File: config.mk
export PLATFORM = sky130hd
export DESIGN_NAME = uart_rx
export DESIGN_NICKNAME = d
export VERILOG_FILES = /design/src/rtl/uart_pkg.sv /design/src/rtl/uart_rx_sync.sv /design/src/rtl/uart_rx.sv
export SDC_FILE = /design/constraint.sdc
export NUM_CORES = 1
export LEC_CHECK = 0
export ABC_CLOCK_PERIOD_IN_PS = 2600
export BUFFER_PORTS_ARGS = -buffer_cell sky130_fd_sc_hd__buf_2
export CAP_MARGIN = 20
export CORE_ASPECT_RATIO = 1.2
export CORE_MARGIN = 5
export CORE_UTILIZATION = 55
export DETAILED_ROUTE_END_ITERATION = 7
export PLACE_DENSITY = 0.75
export RECOVER_POWER = 50
export SYNTH_ARGS = -nofsm -noshare
export SYNTH_HDL_FRONTEND = slang
export SYNTH_SLANG_ARGS = --single-unit
File: constraint.sdc
create_clock -name clk -period 2.6 [get_ports clk]
set_input_delay 0.26 -clock clk [delete_from_list [all_inputs] [get_ports clk]]
set_output_delay 0.26 -clock clk [all_outputs]
set_load 0.02 [all_outputs]
File: src/rtl/uart_pkg.sv
// Constants and FSM encoding shared by the bridge's UART receiver and transmitter.
package uart_pkg;

    localparam int DATA_BITS       = 8;
    localparam int BAUD_TICK_COUNT = 16;

    typedef enum logic [2:0] {
        IDLE,
        START,
        DATA,
        STOP,
        WAIT_IDLE
    } uart_state_t;

endpackage

File: src/rtl/uart_rx_sync.sv
// Multi-stage synchroniser for the asynchronous rx line; flops reset to the idle-high level.
module uart_rx_sync #(
    parameter int SYNC_STAGES = 2
) (
    input  logic clk,
    input  logic rst_n,
    input  logic d,
    output logic q
);

    logic [SYNC_STAGES-1:0] sync_reg;

    always_ff @(posedge clk or negedge rst_n) begin
        if (!rst_n) begin
            sync_reg <= '1;
        end else begin
            sync_reg <= {sync_reg[SYNC_STAGES-2:0], d};
        end
    end

    assign q = sync_reg[SYNC_STAGES-1];

endmodule

File: src/rtl/uart_rx.sv
// 8N1 UART receiver: oversampled on the 16x baud strobe, start-glitch rejection,
// single-entry valid/ready holding register, framing and overrun pulses.
module uart_rx #(
    parameter int BAUD_TICK_COUNT = uart_pkg::BAUD_TICK_COUNT,
    parameter int SYNC_STAGES     = 2
) (
    input  logic       clk,
    input  logic       rst_n,
    input  logic       clk_16x,
    input  logic       rx,
    input  logic       rx_ready,
    output logic [7:0] rx_data,
    output logic       rx_valid,
    output logic       rx_busy,
    output logic       frame_err,
    output logic       overrun_err
);
    import uart_pkg::*;

    localparam int                CNT_W     = $clog2(BAUD_TICK_COUNT);
    localparam logic [CNT_W-1:0]  HALF_LAST = CNT_W'(BAUD_TICK_COUNT / 2 - 1);
    localparam logic [CNT_W-1:0]  FULL_LAST = CNT_W'(BAUD_TICK_COUNT - 1);
    localparam logic [2:0]        LAST_BIT  = 3'(DATA_BITS - 1);

    logic                 rx_s;
    logic                 clk_16x_d_reg;
    logic                 tick;
    uart_state_t          state_reg, state_next;
    logic [CNT_W-1:0]     tick_cnt_reg, tick_cnt_next;
    logic [2:0]           bit_idx_reg, bit_idx_next;
    logic [DATA_BITS-1:0] shift_reg, shift_next;
    logic                 stop_sample, stop_ok, stop_bad;
    logic                 deliver_reg, frame_err_reg, overrun_err_reg, rx_valid_reg;
    logic [DATA_BITS-1:0] rx_data_reg;

    uart_rx_sync #(.SYNC_STAGES(SYNC_STAGES)) u_sync (
        .clk   (clk),
        .rst_n (rst_n),
        .d     (rx),
        .q     (rx_s)
    );

    assign tick = clk_16x & ~clk_16x_d_reg;

    always_ff @(posedge clk or negedge rst_n) begin
        if (!rst_n) begin
            clk_16x_d_reg <= 1'b0;
            state_reg     <= IDLE;
            tick_cnt_reg  <= '0;
            bit_idx_reg   <= '0;
            shift_reg     <= '0;
        end else begin
            clk_16x_d_reg <= clk_16x;
            state_reg     <= state_next;
            tick_cnt_reg  <= tick_cnt_next;
            bit_idx_reg   <= bit_idx_next;
            shift_reg     <= shift_next;
        end
    end

    // All sample points are counted from the tick that first saw the start edge.
    always_comb begin
        state_next    = state_reg;
        tick_cnt_next = tick_cnt_reg;
        bit_idx_next  = bit_idx_reg;
        shift_next    = shift_reg;
        if (tick) begin
            case (state_reg)
                IDLE: begin
                    if (!rx_s) begin
                        state_next    = START;
                        tick_cnt_next = '0;
                    end
                end
                START: begin
                    if (tick_cnt_reg == HALF_LAST) begin
                        tick_cnt_next = '0;
                        bit_idx_next  = '0;
                        state_next    = rx_s ? IDLE : DATA;
                    end else begin
                        tick_cnt_next = tick_cnt_reg + 1'b1;
                    end
                end
                DATA: begin
                    if (tick_cnt_reg == FULL_LAST) begin
                        tick_cnt_next = '0;
                        shift_next    = {rx_s, shift_reg[DATA_BITS-1:1]};
                        if (bit_idx_reg == LAST_BIT) begin
                            state_next = STOP;
                        end else begin
                            bit_idx_next = bit_idx_reg + 3'd1;
                        end
                    end else begin
                        tick_cnt_next = tick_cnt_reg + 1'b1;
                    end
                end
                STOP: begin
                    if (tick_cnt_reg == FULL_LAST) begin
                        tick_cnt_next = '0;
                        state_next    = rx_s ? IDLE : WAIT_IDLE;
                    end else begin
                        tick_cnt_next = tick_cnt_reg + 1'b1;
                    end
                end
                WAIT_IDLE: begin
                    if (rx_s) begin
                        state_next = IDLE;
                    end
                end
                default: state_next = IDLE;
            endcase
        end
    end

    always_comb begin
        stop_sample = tick && (state_reg == STOP) && (tick_cnt_reg == FULL_LAST);
        stop_ok     = stop_sample && rx_s;
        stop_bad    = stop_sample && !rx_s;
        rx_busy     = (state_reg != IDLE);
    end

    // A completed byte waits one clk in shift_reg; it lands only if the slot is free or being drained.
    always_ff @(posedge clk or negedge rst_n) begin
        if (!rst_n) begin
            deliver_reg     <= 1'b0;
            frame_err_reg   <= 1'b0;
            overrun_err_reg <= 1'b0;
            rx_valid_reg    <= 1'b0;
            rx_data_reg     <= '0;
        end else begin
            deliver_reg     <= stop_ok;
            frame_err_reg   <= stop_bad;
            overrun_err_reg <= 1'b0;
            if (deliver_reg) begin
                if (!rx_valid_reg || rx_ready) begin
                    rx_data_reg  <= shift_reg;
                    rx_valid_reg <= 1'b1;
                end else begin
                    overrun_err_reg <= 1'b1;
                end
            end else if (rx_valid_reg && rx_ready) begin
                rx_valid_reg <= 1'b0;
            end
        end
    end

    assign rx_data     = rx_data_reg;
    assign rx_valid    = rx_valid_reg;
    assign frame_err   = frame_err_reg;
    assign overrun_err = overrun_err_reg;

endmodule

## Yosys cells after proc, flatten, opt, wreduce, memory -nomap -nowiden

Cells that the tools add are included.

| cells by class | value |
|---|---|
| add/subtract/negate cells | 2 |
| equality and inequality tests | 15 |
| multiplexer cells | 22 |
| bitwise gates (word level) | 2 |
| reductions and logical operators | 20 |

Operators by type and width:

| cell | count |
|---|---|
| two-way mux 3 bit | 10 |
| case mux 3 bit (5 select lines) | 1 |
| two-way mux 4 bit | 3 |
| inequality test 2 bit (second input constant) | 6 |
| case mux 4 bit (3 select lines) | 1 |
| AND reduction 7 bit | 1 |
| == test 3 x 2 -> 1 bit (second input constant) | 2 |
| == test 3 bit (second input constant) | 2 |
| case mux 3 bit (2 select lines) | 1 |
| AND reduction 3 bit | 2 |
| nonzero test 3 bit | 2 |
| logical AND 1 bit | 5 |
| two-way mux 1 bit | 5 |
| AND reduction 5 bit | 1 |
| adder 4 x 1 -> 4 bit (second input constant) | 1 |
| == test 4 x 3 -> 1 bit (second input constant) | 1 |
| == test 4 bit (second input constant) | 1 |
| inequality test 2 x 1 -> 1 bit (second input constant) | 2 |
| AND reduction 2 bit | 2 |
| nonzero test 2 bit | 2 |
| adder 3 x 1 -> 3 bit (second input constant) | 1 |
| == test 3 x 1 -> 1 bit (second input constant) | 1 |
| logical NOT 3 bit | 1 |
| logical NOT 1 bit | 2 |
| other kinds (5) | 5 |

| word-level totals | value |
|---|---|
| flip-flop bits (word level) | 33 |
| input bits | 5 |

## Logic depth before layout (Yosys ltp)

| depth | value |
|---|---|
| depth after elaboration | 5 |
| depth in mapped cells | 5 |
| mapped depth without buffers | 5 |

## Cells and area by module

Synthesis repeated with hierarchy kept, for this count alone.

| unflattened totals | value |
|---|---|
| cell total of the unflattened synthesis | 114 |
| area, all modules | 1475.2 um^2 |

Modules (own cells, without submodules):

| module | instances | cells each | area an instance (um^2) |
|---|---|---|---|
| uart_rx | 1 | 112 | 1422.6 |
| uart_rx_sync | 1 | 2 | 52.6 |

## Worst setup path after synthesis

Ideal clock, no wire load.

| timing | value |
|---|---|
| path type | reg-to-reg |
| start point | register bit_idx_reg[0] |
| end point | register bit_idx_reg[0] |
| setup time | 125 ps |
| arrival time | 1700 ps |
| required time | 2475 ps |
| setup slack | 775 ps |
| cell stages (with the launch flop) | 6 |
| buffers on the path | 0 |
| period minus slack after synthesis | 1825 ps |
| cells stage by stage | dfrtp_1 -> ha_1 -> ha_1 -> or2_1 -> a2111o_1 -> mux2_4 |

| on the way | value |
|---|---|
| longest elaborated chain between the ends | 4 |

RTL lines:

| what | RTL line | RTL |
|---|---|---|
| start: declaration | uart_rx.sv:30 | `logic [2:0] bit_idx_reg, bit_idx_next;` |
| start signal: assignment | uart_rx.sv:56 | `bit_idx_reg <= bit_idx_next;` |
| adder 3 x 1 -> 3 bit | uart_rx.sv:91 | `bit_idx_next = bit_idx_reg + 3'd1;` |
| two-way mux 3 bit | uart_rx.sv:88 | `if (bit_idx_reg == LAST_BIT) begin` |
| two-way mux 3 bit | uart_rx.sv:85 | `if (tick_cnt_reg == FULL_LAST) begin` |
| case mux 3 bit (2 select lines) | uart_rx.sv:68 | `case (state_reg)` |

Several ways; a longest one is shown, not always the timed one. The select of a mux whose other input is x is not followed.
A chain may end at the register's enable or synchronous reset.

## Worst setup path after layout

Same ends and word-level chain as after synthesis.

==> results.sh <==
export IMPL_outcome="finished with violations"
export IMPL_violations="max-capacitance violations, max-slew violations"
export IMPL_highest_layer="met4"
export IMPL_dieArea_mm2=0.00380
export IMPL_cts_buffers=5
export IMPL_synth_top_area_cell="dfrtp_1"
export IMPL_post_cts_buffers=0
export IMPL_overflow=0
export IMPL_slew_viol_final=34
export IMPL_max_stage_delay_ns=0.43
export IMPL_die_w_um=57.1
export IMPL_worstPathRequired_ns=2.82
export IMPL_drt_initial_drc_count=6
export IMPL_cp_end_kind="flip-flop"
export IMPL_crit_family="compound AO/OA/AOI/OAI gates"
export IMPL_clk_path_buf_depth=2
export IMPL_yosysUniqueCellTypes=32
export IMPL_setup_violations=0
export IMPL_gp_congestion=0.734
export IMPL_synthFlopType="dfrtp_1"
export IMPL_nets=146
export IMPL_r2r_slack_ns=0.69
export IMPL_coreArea_mm2=0.00255
export IMPL_avgViaCountPerCell=5.35
export IMPL_syn_inst=116
export IMPL_vias=920
export IMPL_setup_tns_ns=0
export IMPL_synth_seq_cells=33
export IMPL_hold_buffers=2
export IMPL_synthArstFlopShare=1.00
export IMPL_yosys_top_cells_count="dfrtp_1 (31), mux2_2 (19), nor2_1 (7)"
export IMPL_peakVddDrop_mv=0.623
export IMPL_synth_nets=124
export IMPL_hpwl_um=1650
export IMPL_criticalPathCategory="flip-flop to flip-flop"
export IMPL_drive_above_1_share=0.317
export IMPL_grt_max_degree=34
export IMPL_area_delta_synth_final_pct=12.0
export IMPL_ios=17
export IMPL_critPathLaunchType="flip-flop"
export IMPL_grt_usage=0.146
export IMPL_crit_top_cell="ha_1"
export IMPL_cts_tree="yes"
export IMPL_slew_headroom=-0.103
export IMPL_diodes=0
export IMPL_die_y_um=66.6
export IMPL_utilization=0.644
export IMPL_drc=0
export IMPL_wl_per_cell_um=13.0
export IMPL_start_util=0.575
export IMPL_slowest_stage="a2111o_1"
export IMPL_synth_edf_count=0
export IMPL_clk_latency_ns=0.33
export IMPL_syn_cell_area_mm2=0.00147
export IMPL_htree_levels=2
export IMPL_antenna_found_initial=0
export IMPL_worst_ep_arrival_time_ns=2.13
export IMPL_fin_worst_skew_ns=0.0150
export IMPL_syn_avg_cell_area_um2=12.6
export IMPL_cts_sinks=33
export IMPL_hp_class="primary input to flip-flop"
export IMPL_antenna_left=0
export IMPL_first_global_vias=955
export IMPL_worstMarginPinSlew_ns=1.65
export IMPL_rows=20
export IMPL_route_met3_wl_um=125
export IMPL_yosysSeqAreaShare=0.565
export IMPL_wl_met2_um=1110
export IMPL_path_buf_inv=0
export IMPL_critPathMaxFanout=3
export IMPL_cts_resized=0
export IMPL_final_hold_viol_count=0
export IMPL_maxCapViolations=1
export IMPL_powerDensity_mw_per_mm2=781
export IMPL_grt_pass1_wl_um=4070
export IMPL_drt_wl_total_um=2240
export IMPL_finalCriticalPeriod_ns=1.91
export IMPL_synth_top_cell_area_share=0.529
export IMPL_rsz0062_at_grt="no"
export IMPL_finalCritPeriodShare=0.735
export IMPL_io_buffers=16
export IMPL_root_buffer="clkbuf_4"
export IMPL_cts_clk_slew_worst_paths_ns=0.09
export IMPL_yosysWarnings=0
export IMPL_fmax_mhz=523
export IMPL_drt_pass1_iter_count=4
export IMPL_wl_met1_um=951
export IMPL_cp_cell_sequence="ha_1, ha_1, or2_1, a2111o_1, mux2_4"
export IMPL_yosys_cell_count_top_type="dfrtp_1"
export IMPL_p_leak_nw=0.842
export IMPL_yosys_top_cells_area="dfrtp_1 (53%), mux2_2 (15%), dfstp_2 (3.6%), ha_1 (2.6%), nand2b_1 (2.6%)"
## cells in the final DEF (no fill, tap or decap), drive strengths merged, types with 2 or more instances in the layout
cell	n
dfrtp	31
o21ai	2
dfstp	2
dlygate4sd3	2
inv	6
ha	3
nor3	6
nand2b	7
mux2i	3
buf	13
mux2	20
a21oi	2
nor2b	2
nand2	5
nor2	7
and3	2
nand3b	2
clkbuf	10
## stage by stage
stage,cells,setup slack [ns],power (mW),hold slack (ns),area [um2]
2_1_floorplan,116,0.775,0.951,-0.0356,1470
3_3_place_gp,162,0.747,1.01,0.346,1580
3_5_place_dp,162,0.692,1.03,0.344,1580
4_1_cts,172,0.676,1.30,0.0346,1650
5_1_grt,172,0.388,1.39,0.0414,1640
6_report,172,0.689,1.28,0.0658,1640
## cells by family (layout without fill, tap and decap cells)
logic type | Yosys count | count (layout) | synth area share
AO/OA/AOI/OAI | 11 | 11 | 0.0597
flip-flops | 33 | 33 | 0.565
multiplexers | 23 | 23 | 0.177
adder cells (fa/ha/maj) | 3 | 3 | 0.0256
buffers and inverters | 9 | 32 | 0.0230
AND/OR/NAND/NOR | 36 | 36 | 0.144
XOR/XNOR | 1 | 1 | 0.00597
## report_power, final
part / switching, mW / internal, mW
Clock: 0.155 / 0.105
Combinational: 0.168 / 0.174
Sequential: 0.100 / 0.581
## area by class of cell
cell class / instances / area [um2]
Inverter: 6 / 22.5
Timing Repair Buffer: 18 / 96.3
Tap cell: 33 / 41.3
Multi-Input combinational cell: 74 / 604
Clock inverter: 1 / 5.00
Fill cell: 215 / 910
Sequential cell: 33 / 828
Clock buffer: 7 / 45.0
## metal layers
layer  global-route usage  vias to the layer above
li1                     -                      451
met3               0.0678                        7
met4               0.0754                        0
met1                0.168                      447
met5                    0                        -
met2                0.226                       15
## path summary, 6_finish.rpt
check,startpoint,to,cells past startpoint
max,bit_idx_reg[0]$_DFFE_PN0P_,bit_idx_reg[0]$_DFFE_PN0P_,5
min,clk_16x,clk_16x_d_reg$_DFF_PN0_,1
max reg2reg,bit_idx_reg[0]$_DFFE_PN0P_,bit_idx_reg[0]$_DFFE_PN0P_,5
min reg2reg,u_sync.sync_reg[0]$_DFF_PN1_,u_sync.sync_reg[1]$_DFF_PN1_,0
max in group asynchronous,rst_n,frame_err$_DFF_PN0_,2
min in group asynchronous,rst_n,deliver_reg$_DFF_PN0_,2
(Power assumes the default switching activity.)
